File: config.mk
export PLATFORM = sky130hd
export DESIGN_NAME = factorial_arbiter
export DESIGN_NICKNAME = d
export VERILOG_FILES = /design/src/rtl/factorial_arbiter.sv
export SDC_FILE = /design/constraint.sdc
export NUM_CORES = 1
export LEC_CHECK = 0
export BUFFER_PORTS_ARGS = -buffer_cell sky130_fd_sc_hd__buf_2
export CORE_ASPECT_RATIO = 0.8
export CORE_MARGIN = 4
export CORE_UTILIZATION = 47
export DETAILED_ROUTE_END_ITERATION = 8
export PLACE_DENSITY = 0.76
export SETUP_SLACK_MARGIN = 0.4
export SLEW_MARGIN = 20
export SYNTH_ARGS = -nofsm -noshare
export SYNTH_HDL_FRONTEND = slang
export SYNTH_SLANG_ARGS = --single-unit
File: constraint.sdc
create_clock -name clk -period 6 [get_ports clk]
set_input_delay 0.6 -clock clk [delete_from_list [all_inputs] [get_ports clk]]
set_output_delay 0.6 -clock clk [all_outputs]
set_load 0.01 [all_outputs]
File: src/rtl/factorial_arbiter.sv
// Round-robin front end that time-shares one factorial engine among NUM_REQ
// requesters, with a watchdog that abandons jobs the engine never finishes.
module factorial_arbiter #(
  parameter int SIZE    = 8,
  parameter int NUM_REQ = 4,
  parameter int TIMEOUT = 255
) (
  input  logic                    clk,
  input  logic                    rst_n,
  input  logic [NUM_REQ-1:0]      req,
  input  logic [NUM_REQ*SIZE-1:0] req_n,
  output logic [NUM_REQ-1:0]      rsp_valid,
  output logic [SIZE-1:0]         rsp_result,
  output logic                    rsp_err,
  output logic [NUM_REQ-1:0]      grant,
  output logic                    core_go,
  output logic [SIZE-1:0]         core_n,
  input  logic                    core_done,
  input  logic [SIZE-1:0]         core_result,
  output logic [2:0]              curr_state
);

  localparam int IDXW = (NUM_REQ > 1) ? $clog2(NUM_REQ) : 1;
  localparam int WDW  = $clog2(TIMEOUT + 1);

  typedef enum logic [2:0] {
    IDLE    = 3'd0,
    LAUNCH  = 3'd1,
    BUSY    = 3'd2,
    DELIVER = 3'd3,
    GAP     = 3'd4
  } state_t;

  state_t              state_q, state_d;
  logic [IDXW-1:0]     ptr_q, ptr_d;
  logic [IDXW-1:0]     win_q, win_d;
  logic [WDW-1:0]      wd_q, wd_d;
  logic [NUM_REQ-1:0]  grant_q, grant_d;
  logic [NUM_REQ-1:0]  rsp_valid_q, rsp_valid_d;
  logic [SIZE-1:0]     core_n_q, core_n_d;
  logic [SIZE-1:0]     rsp_result_q, rsp_result_d;
  logic                rsp_err_q, rsp_err_d;
  logic                core_go_q, core_go_d;

  logic                pick_found;
  logic [IDXW-1:0]     pick_idx;
  logic [WDW-1:0]      wd_inc;

  function automatic logic [NUM_REQ-1:0] onehot(input logic [IDXW-1:0] idx);
    onehot      = '0;
    onehot[idx] = 1'b1;
  endfunction

  // Scan offsets from the largest down so the nearest set bit above ptr wins.
  always_comb begin
    int cand;
    pick_found = 1'b0;
    pick_idx   = '0;
    cand       = 0;
    for (int k = NUM_REQ - 1; k >= 0; k--) begin
      cand = int'(ptr_q) + k;
      if (cand >= NUM_REQ) cand = cand - NUM_REQ;
      if (req[cand[IDXW-1:0]]) begin
        pick_found = 1'b1;
        pick_idx   = cand[IDXW-1:0];
      end
    end
  end

  assign wd_inc = wd_q + 1'b1;

  always_comb begin
    state_d      = state_q;
    ptr_d        = ptr_q;
    win_d        = win_q;
    wd_d         = wd_q;
    grant_d      = grant_q;
    core_n_d     = core_n_q;
    rsp_result_d = rsp_result_q;
    rsp_err_d    = rsp_err_q;
    rsp_valid_d  = '0;
    core_go_d    = 1'b0;
    case (state_q)
      IDLE: begin
        if (pick_found) begin
          win_d     = pick_idx;
          grant_d   = onehot(pick_idx);
          core_n_d  = req_n[pick_idx*SIZE +: SIZE];
          core_go_d = 1'b1;
          state_d   = LAUNCH;
        end
      end
      LAUNCH: begin
        wd_d    = '0;
        state_d = BUSY;
      end
      BUSY: begin
        wd_d = wd_inc;
        // wd_q == 0 marks the first BUSY cycle, where done may still be stale.
        if (core_done && (wd_q != '0)) begin
          rsp_result_d = core_result;
          rsp_err_d    = 1'b0;
          rsp_valid_d  = onehot(win_q);
          state_d      = DELIVER;
        end else if (wd_inc == WDW'(TIMEOUT)) begin
          rsp_result_d = '0;
          rsp_err_d    = 1'b1;
          rsp_valid_d  = onehot(win_q);
          state_d      = DELIVER;
        end
      end
      DELIVER: begin
        ptr_d   = (win_q == IDXW'(NUM_REQ - 1)) ? '0 : win_q + 1'b1;
        grant_d = '0;
        state_d = GAP;
      end
      GAP: begin
        state_d = IDLE;
      end
      default: begin
        grant_d = '0;
        state_d = IDLE;
      end
    endcase
  end

  always_ff @(posedge clk or negedge rst_n) begin
    if (!rst_n) begin
      state_q      <= IDLE;
      ptr_q        <= '0;
      win_q        <= '0;
      wd_q         <= '0;
      grant_q      <= '0;
      rsp_valid_q  <= '0;
      core_n_q     <= '0;
      rsp_result_q <= '0;
      rsp_err_q    <= 1'b0;
      core_go_q    <= 1'b0;
    end else begin
      state_q      <= state_d;
      ptr_q        <= ptr_d;
      win_q        <= win_d;
      wd_q         <= wd_d;
      grant_q      <= grant_d;
      rsp_valid_q  <= rsp_valid_d;
      core_n_q     <= core_n_d;
      rsp_result_q <= rsp_result_d;
      rsp_err_q    <= rsp_err_d;
      core_go_q    <= core_go_d;
    end
  end

  assign rsp_valid  = rsp_valid_q;
  assign rsp_result = rsp_result_q;
  assign rsp_err    = rsp_err_q;
  assign grant      = grant_q;
  assign core_go    = core_go_q;
  assign core_n     = core_n_q;
  assign curr_state = state_q;

endmodule
* Yosys cells after proc, flatten, opt, wreduce, memory -nomap -nowiden
Index checks and enable logic that the tools add are counted.
** Operators by class
- Add/subtract/negate cells :: 9
- $lt $le $gt $ge :: 12
- Equality and inequality tests :: 8
- Shift-type cells :: 1
- Mux-type cells :: 41
- Bitwise gates (word level) :: 1
- Reductions and logical operators :: 12
** Operator list (count)
- $shiftx A32 B6 Y8 :: 1
- $lt A2 B3 Y1 const B :: 6
- $mux W2 :: 9
- $mux W4 :: 4
- $mux W8 :: 2
- $pmux W8 S2 :: 1
- $mux W1 :: 14
- $pmux W3 S4 :: 1
- $ge A3 B3 Y1 const B :: 3
- $mux W3 :: 3
- $add A8 B1 Y8 const B :: 1
- $bmux W1 S2 :: 4
- $eq A8 B8 Y1 const B :: 1
- $pmux W4 S2 :: 1
- $reduce_and A2 Y1 :: 4
- $reduce_bool A8 Y1 :: 1
- $sub A2 B1 Y2 const B :: 4
- $add A2 B2 Y3 const B :: 2
- $eq A3 B2 Y1 const B :: 2
- $demux W1 S2 :: 2
- $ge A2 B1 Y1 const B :: 2
- $reduce_bool A2 Y1 :: 2
- $add A2 B1 Y3 const B :: 1
- $eq A3 B1 Y1 const B :: 1
- 10 further kinds :: 12
** Word-level totals
- Flip-flop bits (word level) :: 41
- Input bits :: 47
- Output and inout bits :: 29
- Word-level logic and storage cells :: 94

* Logic depth before layout (Yosys ltp)
Gate-level depths: netlist of the first run.
- Depth after elaboration :: 15
- Gate-level depth with buffers :: 8
- Gate-level depth less buffers :: 7

* Worst setup path before layout of the first run
Ideal clock, no wire load.
- Path type :: register -> register
- Start point :: register wd_q[0]
- End point :: register rsp_result_q[1] (netlist: rsp_result[1])
- Setup time :: 121 ps
- Arrival time :: 1923 ps
- Data required time :: 5879 ps
- Setup slack :: 3956 ps
- Stages on the path, launching flop included :: 9
- Buffers on the path :: 2
- Period minus slack after synthesis :: 2044 ps
- Cell sequence :: dfrtp_1 -> ha_1 -> clkbuf_1 -> nor2b_1 -> nand2_1 -> a221oi_1 -> o221ai_2 -> buf_6 -> a22o_1
** Between the ends
- Cells in the longest elaborated chain, start to end :: 4
- Elaborated cells between the ends (all ways) :: 7
- Those cells by class :: 1 x add/sub; 1 x eq/ne; 1 x mux; 4 x reduce/logical
** RTL lines
- start, declared :: RTL line 37 : logic [WDW-1:0] wd_q, wd_d;
- start signal, assigned :: RTL line 143 : wd_q <= wd_d;
- $add A8 B1 Y8 or $reduce_bool A8 Y1 (tied branches) :: RTL line 70, 100
- $eq A8 B8 Y1 or $logic_and A1 B1 Y1 (tied branches) :: RTL line 105, 100
- $reduce_bool A2 Y1 (no source line)
- $reduce_and A2 Y1 (no source line)
- end signal, assigned :: RTL line 147 : rsp_result_q <= rsp_result_d;
- end, declared :: RTL line 41 : logic [SIZE-1:0] rsp_result_q, rsp_result_d;
Parallel ways exist; a longest one is shown, timed or not.
A chain may end at the register's enable or synchronous reset.

* Worst setup path in the final report of the first run
- Start point :: register wd_q[1]
- End point :: register rsp_result_q[6] (netlist: rsp_result[6])
The elaborated chain is that of the path after synthesis.

==> results.sh, run 1 <==
export IMPL_status="finished clean"
export IMPL_drtIter0Drc=101
export IMPL_max_freq_mhz=428.8
export IMPL_synth_edf_count=0
export IMPL_coreArea_um2=4624
export IMPL_period_needed_ps=2332
export IMPL_gp_congestion=0.7981
export IMPL_p_leak_nw=1.353
export IMPL_layout_area_overhead_vs_synth_pct=21.88
export IMPL_finalSetupViolations=0
export IMPL_grt_overflow=0
export IMPL_cts_tree="yes"
export IMPL_antenna_found_initial=0
export IMPL_wl_per_cell_um=14.32
export IMPL_cts_setup_buffers=0
export IMPL_highest_layer="met4"
export IMPL_initial_core_util_pct=48.84
export IMPL_vias_per_cell=5.508
export IMPL_ys_async_sr_fraction_pct=100.0
export IMPL_fin_crit_sh_pct=38.87
export IMPL_p_clk_share_pct=15.6
export IMPL_clockRootBuffer="clkbuf_8"
export IMPL_hold_violations=0
export IMPL_layout_drive_gt1_share_pct=29.74
export IMPL_crit_fanout=12
export IMPL_track_usage_pct=17.87
export IMPL_fp_row_count=22
export IMPL_whs_ps=428.5
export IMPL_power_density_nw_per_um2=438.3
export IMPL_synth_flop_cell="dfrtp_1"
export IMPL_htree_levels=2
export IMPL_grt_max_degree=42
export IMPL_slew_violations=0
export IMPL_cts_hold_buffers_added=0
export IMPL_cp_required_ps=6170
export IMPL_ys_ff_latch=41
export IMPL_drtAntennaViolNets=0
export IMPL_die_h_um=70
export IMPL_syn_instance_count=235
export IMPL_p_int_mw=0.6980
export IMPL_yosysWarnings=0
export IMPL_criticalPathCategory="register to register"
export IMPL_drtPass1Iterations=4
export IMPL_cts_path_max_buffers=2
export IMPL_critPathCaptureType="register"
export IMPL_rsz0062_at_grt="no"
export IMPL_avgSynthCellArea_um2=9.610
export IMPL_tightest_slew_ps=1091
export IMPL_yosysUniqueCellTypes=45
export IMPL_cts_resized=0
export IMPL_ir_drop_v=0.0001932
export IMPL_wl_met1_um=2446
export IMPL_dr_wl_met2_um=2354
export IMPL_grt_pass1_vias=1868
export IMPL_fin_tns_setup_ps=0
export IMPL_io_pins=76
export IMPL_finClkSkew_ps=7.878
export IMPL_slew_headroom_pct=26.86
export IMPL_grt_pass1_wl_um=8542
export IMPL_max_cap_violations=0
export IMPL_start_kind="register"
export IMPL_clk_pin_slew_ps=80
export IMPL_synth_fp_nets=289
export IMPL_vias=2016
export IMPL_crit_path_cell_trace="ha_1 > nor2b_1 > nand2_1 > a221oi_1 > o221ai_2 > a22o_1"
export IMPL_numClockSinks=41
export IMPL_clk_latency_ps=290
export IMPL_slowest_stage="dfrtp_1"
export IMPL_die_area_um2=5985
export IMPL_p_comb_share_pct=45.6
export IMPL_die_x_um=85.50
export IMPL_n_antenna_cell=0
export IMPL_portBuffers=75
export IMPL_cp_slowest_stage_delay_ps=460
export IMPL_swShare_pct=42.15
export IMPL_yosysSeqAreaShare_pct=45.43
export IMPL_netlist_area_um2=2258
export IMPL_routed_wl_um=5240
export IMPL_seqPwrFrac_pct=38.7
export IMPL_min_delay_path_class="input port to asynchronous set/reset pin"
export IMPL_p_switching_mw=0.5086
export IMPL_dr_wl_met3_um=373
export IMPL_cp_arrival_ps=2510
export IMPL_nNetsFinal=359
export IMPL_fin_util_pct=59.52
export IMPL_post_dp_hpwl_um=3951
export IMPL_drc=0
export IMPL_cts_inserted_buffers=5
-- worst paths after layout --
path	depth (start not counted)	start	slack, ps	to
max in group asynchronous	1	rst_n	5020	wd_q[1]
max reg2reg	6	wd_q[1]	3670	rsp_result[6]
min reg2reg	2	grant[3]	480	grant[3]
min in group clk	2	grant[3]	480	grant[3]
min	1	rst_n	430	win_q[1]
max	6	wd_q[1]	3670	rsp_result[6]
-- stage by stage --
step | total power, mW | area (um2) | worst slack, ps | std cells
6_report | 1.207 | 2753 | 3668 | 366
5_1_grt | 1.313 | 2753 | 3417 | 366
4_1_cts | 1.217 | 2753 | 3651 | 366
3_5_place_dp | 1.023 | 2656 | 3476 | 358
3_3_place_gp | 1.010 | 2656 | 3568 | 358
2_1_floorplan | 0.8372 | 2258 | 3956 | 235
-- sequential cells by signal, indices dropped and copies added (netlist names), 2 cells and up --
signal,cells
rsp_valid,4
wd_q,8
ptr_q,2
win_q,2
curr_state,3
rsp_result,8
grant,4
core_n,8
-- worst max-delay path, delay by kind of cell, from the launching register on --
family | cells | cell delay (ps)
AOI/OAI and AO/OA | 3 | 1090
DFF | 1 | 460
adders and majority gates | 1 | 380
and+or+nand+nor | 2 | 280
-- cell usage after synthesis (all sizes together), types with 2 or more instances --
master | number | area (um2)
o211ai | 9 | 67.56
mux2 | 2 | 22.52
a211o | 8 | 70.07
clkbuf | 7 | 27.52
o41ai | 3 | 45.05
o22ai | 2 | 12.51
nor2 | 14 | 52.55
dfrtp | 41 | 1026
or2 | 2 | 12.51
buf | 5 | 30.02
nor2b | 2 | 12.51
nand4 | 10 | 62.56
mux2i | 9 | 90.09
a21oi | 5 | 25.02
o21ai | 18 | 90.09
a22o | 8 | 70.07
nand3 | 3 | 15.01
ha | 7 | 87.58
and2 | 2 | 12.51
or4 | 2 | 18.77
xor2 | 3 | 26.28
a31oi | 2 | 12.51
inv | 15 | 56.30
nand2b | 2 | 12.51
o31ai | 9 | 67.56
nand2 | 31 | 116.4
-- kinds of logic (layout without fill, tap and decap cells) --
family,count (synthesis),count (layout),share of synthesized area [%]
AO/OA/AOI/OAI,70,70,22.88
XOR/XNOR,3,3,1.164
adder cells (fa/ha/maj),7,7,3.878
buffers and inverters,27,98,5.041
flip-flops,41,41,45.43
multiplexers,11,11,4.986
AND/OR/NAND/NOR,76,76,16.62
-- power groups by stage --
stage                     clock network (mW)  logic, mW  registers, mW
final                                  0.188      0.551          0.467
after global routing                   0.210      0.617          0.486
after CTS                              0.195      0.554          0.468
after detailed placement                   0      0.551          0.473
after global placement                     0      0.541          0.469
after floorplan                            0      0.353          0.485
-- final cells by class --
cell class,instances,area [um2]
Inverter,15,56.30
Sequential cell,41,1026
Clock buffer,6,82.58
Multi-Input combinational cell,167,1124
Fill cell,427,1872
Clock inverter,2,13.76
Timing Repair Buffer,75,375.4
Tap cell,60,75.07
-- per-layer routing --
metal / vias up / track usage (%)
li1: 999 / -
met1: 934 / 25.54
met2: 77 / 25.60
met3: 6 / 5.660
met4: 0 / 5.624
met5: - / 0
-- placed cells by master (no fill, tap or decap), types with 3 or more instances in the layout --
cell	Yosys	final
nand2_1	31	31
a211o_1	8	8
nand3_1	3	3
clkbuf_8	0	6
nor2_1	14	14
o21ai_0	18	18
nand4_1	10	10
ha_1	7	7
xor2_1	3	3
o31ai_1	9	9
o211ai_1	9	9
a21oi_1	5	5
a22o_1	8	8
buf_2	3	75
mux2i_1	9	9
inv_1	15	15
dfrtp_1	41	41
Power figures use the tool's default switching activity.
==> inputs of run 2 (changes only) <==
clock period = 2.24 ns   (was 6 ns; I/O delays follow)
==> run 2 against run 1 <==
Net effect: hold slack lost 380 ps; non-clock buffer count up 16; first-iteration DRC count rose by 50%.
==> results.sh, run 2 (same netlist as run 1, synthesis figures left out) <==
export IMPL_dpl_cell_area_um2=2733
export IMPL_tightest_slew_ps=901.9
export IMPL_clockRootBuffer="clkbuf_8"
export IMPL_fin_tns_setup_ps=0
export IMPL_period_needed_ps=1966
export IMPL_wl_per_cell_um=15.13
export IMPL_slew_violations=0
export IMPL_max_cap_violations=0
export IMPL_numClockSinks=41
export IMPL_grt_overflow=0
export IMPL_clk_latency_ps=290
export IMPL_slew_headroom_pct=39.88
export IMPL_layout_drive_gt1_share_pct=37.15
export IMPL_finalSetupViolations=0
export IMPL_min_delay_path_class="input port to asynchronous set/reset pin"
export IMPL_hold_violations=0
export IMPL_top_usage_layer="met2"
export IMPL_nNetsFinal=376
export IMPL_mostFrequentLayoutCells="buf_2 (75), dfrtp_1 (37), nand2_1 (30)"
export IMPL_drtAntennaViolNets=0
export IMPL_clk_pin_slew_ps=80
export IMPL_grt_pass1_vias=2065
export IMPL_antenna_found_initial=0
export IMPL_met3_usage_pct=4.363
export IMPL_multi_input_area_um2=1167
export IMPL_p_leak_nw=1.436
export IMPL_cp_slowest_stage_delay_ps=560
export IMPL_design_area_um2=2953
export IMPL_layout_area_overhead_vs_synth_pct=30.75
export IMPL_dp_cells=367
export IMPL_grt_max_degree=42
export IMPL_coreArea_um2=4624
export IMPL_io_pins=76
export IMPL_status="finished clean"
export IMPL_die_area_um2=5985
export IMPL_portBuffers=75
export IMPL_routed_wl_um=5794
export IMPL_gp_congestion=0.8190
export IMPL_post_dp_hpwl_um=4231
export IMPL_grt_pass1_wl_um=9528
export IMPL_die_h_um=70
export IMPL_cts_tree="yes"
export IMPL_rsz0062_at_grt="yes"
export IMPL_vias=2112
export IMPL_htree_levels=2
export IMPL_instances_no_fill=383
export IMPL_fin_crit_sh_pct=87.77
export IMPL_initial_core_util_pct=48.84
export IMPL_cts_hold_buffers_added=0
export IMPL_seq_area_um2=1031
export IMPL_criticalPathCategory="register to register"
export IMPL_final_common_cell="buf_2"
export IMPL_crit_path_cell_trace="or4_4 > o41ai_4 > inv_1 > o221ai_2 > buf_6 > a22o_1"
export IMPL_vias_per_cell=5.514
export IMPL_finClkSkew_ps=6.514
export IMPL_cts_inserted_buffers=5
export IMPL_gr_usage_met2_pct=31.90
export IMPL_power_mw=3.543
export IMPL_drtPass1Iterations=4
export IMPL_critPathCaptureType="register"
export IMPL_track_usage_pct=19.58
export IMPL_start_kind="register"
export IMPL_die_x_um=85.50
export IMPL_nFillCells=395
export IMPL_gr_usage_met1_pct=26.04
export IMPL_ir_drop_v=0.0006201
export IMPL_fp_row_count=22
export IMPL_crit_fanout=12
export IMPL_max_freq_mhz=508.6
export IMPL_cp_arrival_ps=2200
export IMPL_n_antenna_cell=0
export IMPL_cts_path_max_buffers=2
export IMPL_whs_ps=49.84
export IMPL_cp_required_ps=2470
export IMPL_power_density_nw_per_um2=1200
export IMPL_slowest_stage="or4_4"
export IMPL_drtIter0Drc=152
export IMPL_drc=0
[run 2: changes by cell type in the layout (fill, tap and decap cells not counted), moves of 3 or more]
| cell | before | now |
|---|---|---|
| dfrtp_1 | 41 | 37 |
| dfrtp_2 | 0 | 4 |
| buf_4 | 0 | 14 |
| nor2_1 | 14 | 11 |
[run 2: power breakdown]
part	internal, mW	total [mW]	switching (mW)
combinational	0.710	1.68	0.967
clock	0.362	0.622	0.259
sequential	1.02	1.24	0.221
total	2.09	3.54	1.45
[run 2: path summary, 6_finish.rpt]
check	slack (ps)	startpoint	end	depth (start not counted)
max	270	wd_q[5]	rsp_result[7]	6
min	50	rst_n	rsp_result[3]	1
max reg2reg	270	wd_q[5]	rsp_result[7]	6
min reg2reg	500	grant[3]	grant[3]	2
max in group asynchronous	1560	rst_n	curr_state[1]	1
min in group clk	140	core_result[4]	rsp_result[4]	2
[run 2: layer usage]
| layer | vias to the layer above | routed length (um) |
|---|---|---|
| li1 | 1040 | - |
| met1 | 1002 | 2643 |
| met2 | 61 | 2731 |
| met3 | 9 | 345 |
| met4 | 0 | 74 |
| met5 | - | 0 |
[run 2: metrics by stage]
| stage | utilization, % | worst slack, ps |
|---|---|---|
| global route | 63.85 | 189.6 |
| detailed placement | 59.09 | 217.0 |
| floorplan | - | 333.2 |
| finish | 63.85 | 274.0 |
| global placement | 59.09 | 262.0 |
| CTS | 62.91 | 273.0 |
[run 2: layout make-up]
cell class	count	area share, %
Multi-Input combinational cell	168	39.53
Sequential cell	41	34.92
Timing Repair Buffer	91	17.03
Clock buffer	6	2.797
Tap cell	60	2.542
Inverter	15	1.907
Clock inverter	2	1.271
[run 2: critical path, delay by kind of cell, from the launching register on]
kind                   cells  cell delay [ps]
flip-flops                 1              440
buffers and inverters      2              260
AND/OR/NAND/NOR            1              560
AO/OA/AOI/OAI              3              640
[run 2: timing repair]
action	in CTS	in global routing
setup endpoints to repair	13	25
pin swaps	1	2
resized for setup	5	9
endpoints found under the hold margin	0	0
gates cloned	0	1
setup buffers	6	1
==> inputs of run 3 (changes only) <==
clock period = 2.2 ns   (was 2.24 ns; I/O delays follow)
==> run 3 against run 2 <==
Net effect: flip-flop and latch count unchanged; utilization up 0.081 points; wire length up 0.21%; register-to-register slack worse by 30 ps; combinational power up 4%; maximum frequency up 0.69%; critical path depth unchanged; critical path type unchanged; largest power group unchanged.
==> results.sh, run 3 (same netlist as run 1, synthesis figures left out) <==
export IMPL_status="finished clean"
export IMPL_cp_arrival_ps=2180
export IMPL_p_leak_nw=1.447
export IMPL_hold_violations=0
export IMPL_n_antenna_cell=0
export IMPL_rsz0062_at_grt="yes"
export IMPL_cts_tree="yes"
export IMPL_tightest_slew_ps=896.1
export IMPL_initial_core_util_pct=48.84
export IMPL_criticalPathCategory="register to register"
export IMPL_antenna_found_initial=0
export IMPL_finClkSkew_ps=1.806
export IMPL_die_h_um=70
export IMPL_grt_pass1_vias=2021
export IMPL_die_area_um2=5985
export IMPL_setup_ws_ps=247.5
export IMPL_io_pins=76
export IMPL_final_common_cell="buf_2"
export IMPL_slew_headroom_pct=40.26
export IMPL_clk_latency_ps=290
export IMPL_seq_area_um2=1032
export IMPL_coreArea_um2=4624
export IMPL_drtAntennaViolNets=0
export IMPL_p_int_mw=2.105
export IMPL_ir_drop_v=0.0006955
export IMPL_drtPass1Iterations=4
export IMPL_start_kind="register"
export IMPL_post_dp_hpwl_um=4134
export IMPL_slew_violations=0
export IMPL_wl_per_cell_um=15.16
export IMPL_p_comb_share_pct=48.8
export IMPL_routed_wl_um=5806
export IMPL_p_switching_mw=1.468
export IMPL_power_density_nw_per_um2=1208
export IMPL_layout_area_overhead_vs_synth_pct=30.91
export IMPL_cts_inserted_buffers=5
export IMPL_cts_hold_buffers_added=0
export IMPL_drc=0
export IMPL_seqPwrFrac_pct=35.0
export IMPL_layout_drive_gt1_share_pct=38.08
export IMPL_vias_per_cell=5.535
export IMPL_nFillCells=405
export IMPL_mostFrequentLayoutCells="buf_2 (75), dfrtp_1 (36), nand2_1 (29)"
export IMPL_clockRootBuffer="clkbuf_8"
export IMPL_nNetsFinal=377
export IMPL_vias=2120
export IMPL_grt_pass1_wl_um=9411
export IMPL_fp_row_count=22
export IMPL_finalSetupViolations=0
export IMPL_fin_tns_setup_ps=0
export IMPL_max_cap_violations=0
export IMPL_numClockSinks=41
export IMPL_die_x_um=85.50
export IMPL_period_needed_ps=1952
export IMPL_critPathCaptureType="register"
export IMPL_max_freq_mhz=512.2
export IMPL_grt_overflow=0
export IMPL_track_usage_pct=19.36
export IMPL_htree_levels=2
export IMPL_cp_required_ps=2430
export IMPL_p_clk_share_pct=16.2
export IMPL_portBuffers=75
export IMPL_whs_ps=53.98
export IMPL_multi_input_area_um2=1174
export IMPL_gp_congestion=0.8373
export IMPL_min_delay_path_class="input port to asynchronous set/reset pin"
export IMPL_drtIter0Drc=145
export IMPL_place_ws_ps=140.0
export IMPL_grt_max_degree=42
export IMPL_fin_crit_sh_pct=88.75
export IMPL_cts_path_max_buffers=2
export IMPL_crit_fanout=6
export IMPL_clk_pin_slew_ps=70
export IMPL_swShare_pct=41.08
## run 3: changes by cell type in the layout (fill, tap and decap cells not counted)
cell            previous run  this run
a21oi_1                    5         4
nand2_2                    1         2
clkinvlp_4                 1         0
clkbuf_8                   6         5
o21ai_0                   18        16
inv_1                     15        14
dlymetal6s2s_1             0         1
o21ai_1                    0         2
a21oi_2                    0         1
dfrtp_2                    4         5
inv_2                      0         1
dfrtp_1                   37        36
clkinv_2                   0         1
nand2_1                   30        29
## run 3: worst max-delay path, stage by stage, from the launching register on
cell and delay (ps):
dfrtp_1 400, or4_4 550, o41ai_4 290, nand2_1 120, o221ai_2 210, buf_4 180, a22o_1 130
## run 3: path summary, 6_finish.rpt
check	slack, ps	end	depth (start not counted)	startpoint
max in group asynchronous	1530	wd_q[4]	1	rst_n
setup reg to reg	250	rsp_result[7]	6	wd_q[5]
hold reg to reg	490	grant[2]	2	grant[2]
setup / recovery	250	rsp_result[7]	6	wd_q[5]
min in group clk	150	rsp_result[1]	2	core_result[1]
hold / removal	50	wd_q[6]	1	rst_n
## run 3: per-stage QoR
step	total power [mW]	area, um2	util (%)	cells
after global routing	3.853	2957	63.93	383
after floorplan	2.290	2270	-	235
final	3.573	2957	63.93	383
after global placement	2.835	2733	59.09	367
after CTS	3.523	2912	62.96	381
after detailed placement	2.877	2733	59.09	367
## run 3: repair_timing
action	CTS	global route
pin swaps	14	5
setup endpoints to repair	14	26
cloned	1	1
buffers inserted	6	1
resized for setup	9	12
## run 3: cell type report
cell class                 count  share of cell area (%)
timing repair buffer          92                   17.44
clock inverter                 2                   1.185
tap                           60                   2.539
multi-input combinational    168                   39.70
inverter                      15                   1.904
sequential                    41                   34.91
clock buffer                   5                   2.328
## run 3: power by group through the flow
stage	clock, mW	sequential, mW	combinational (mW)
finish	0.579	1.25	1.74
global route	0.630	1.29	1.94
global placement	0	1.25	1.59
floorplan	0	1.32	0.968
detailed placement	0	1.25	1.62
CTS	0.594	1.25	1.68
## run 3: metal layers
metal | routed length, um | vias to the layer above | global-route usage [%]
met5 | 0 | - | 0
met4 | 56 | 0 | 5.448
met3 | 392 | 5 | 5.542
met2 | 2664 | 67 | 30.09
met1 | 2693 | 1004 | 26.32
li1 | - | 1044 | -
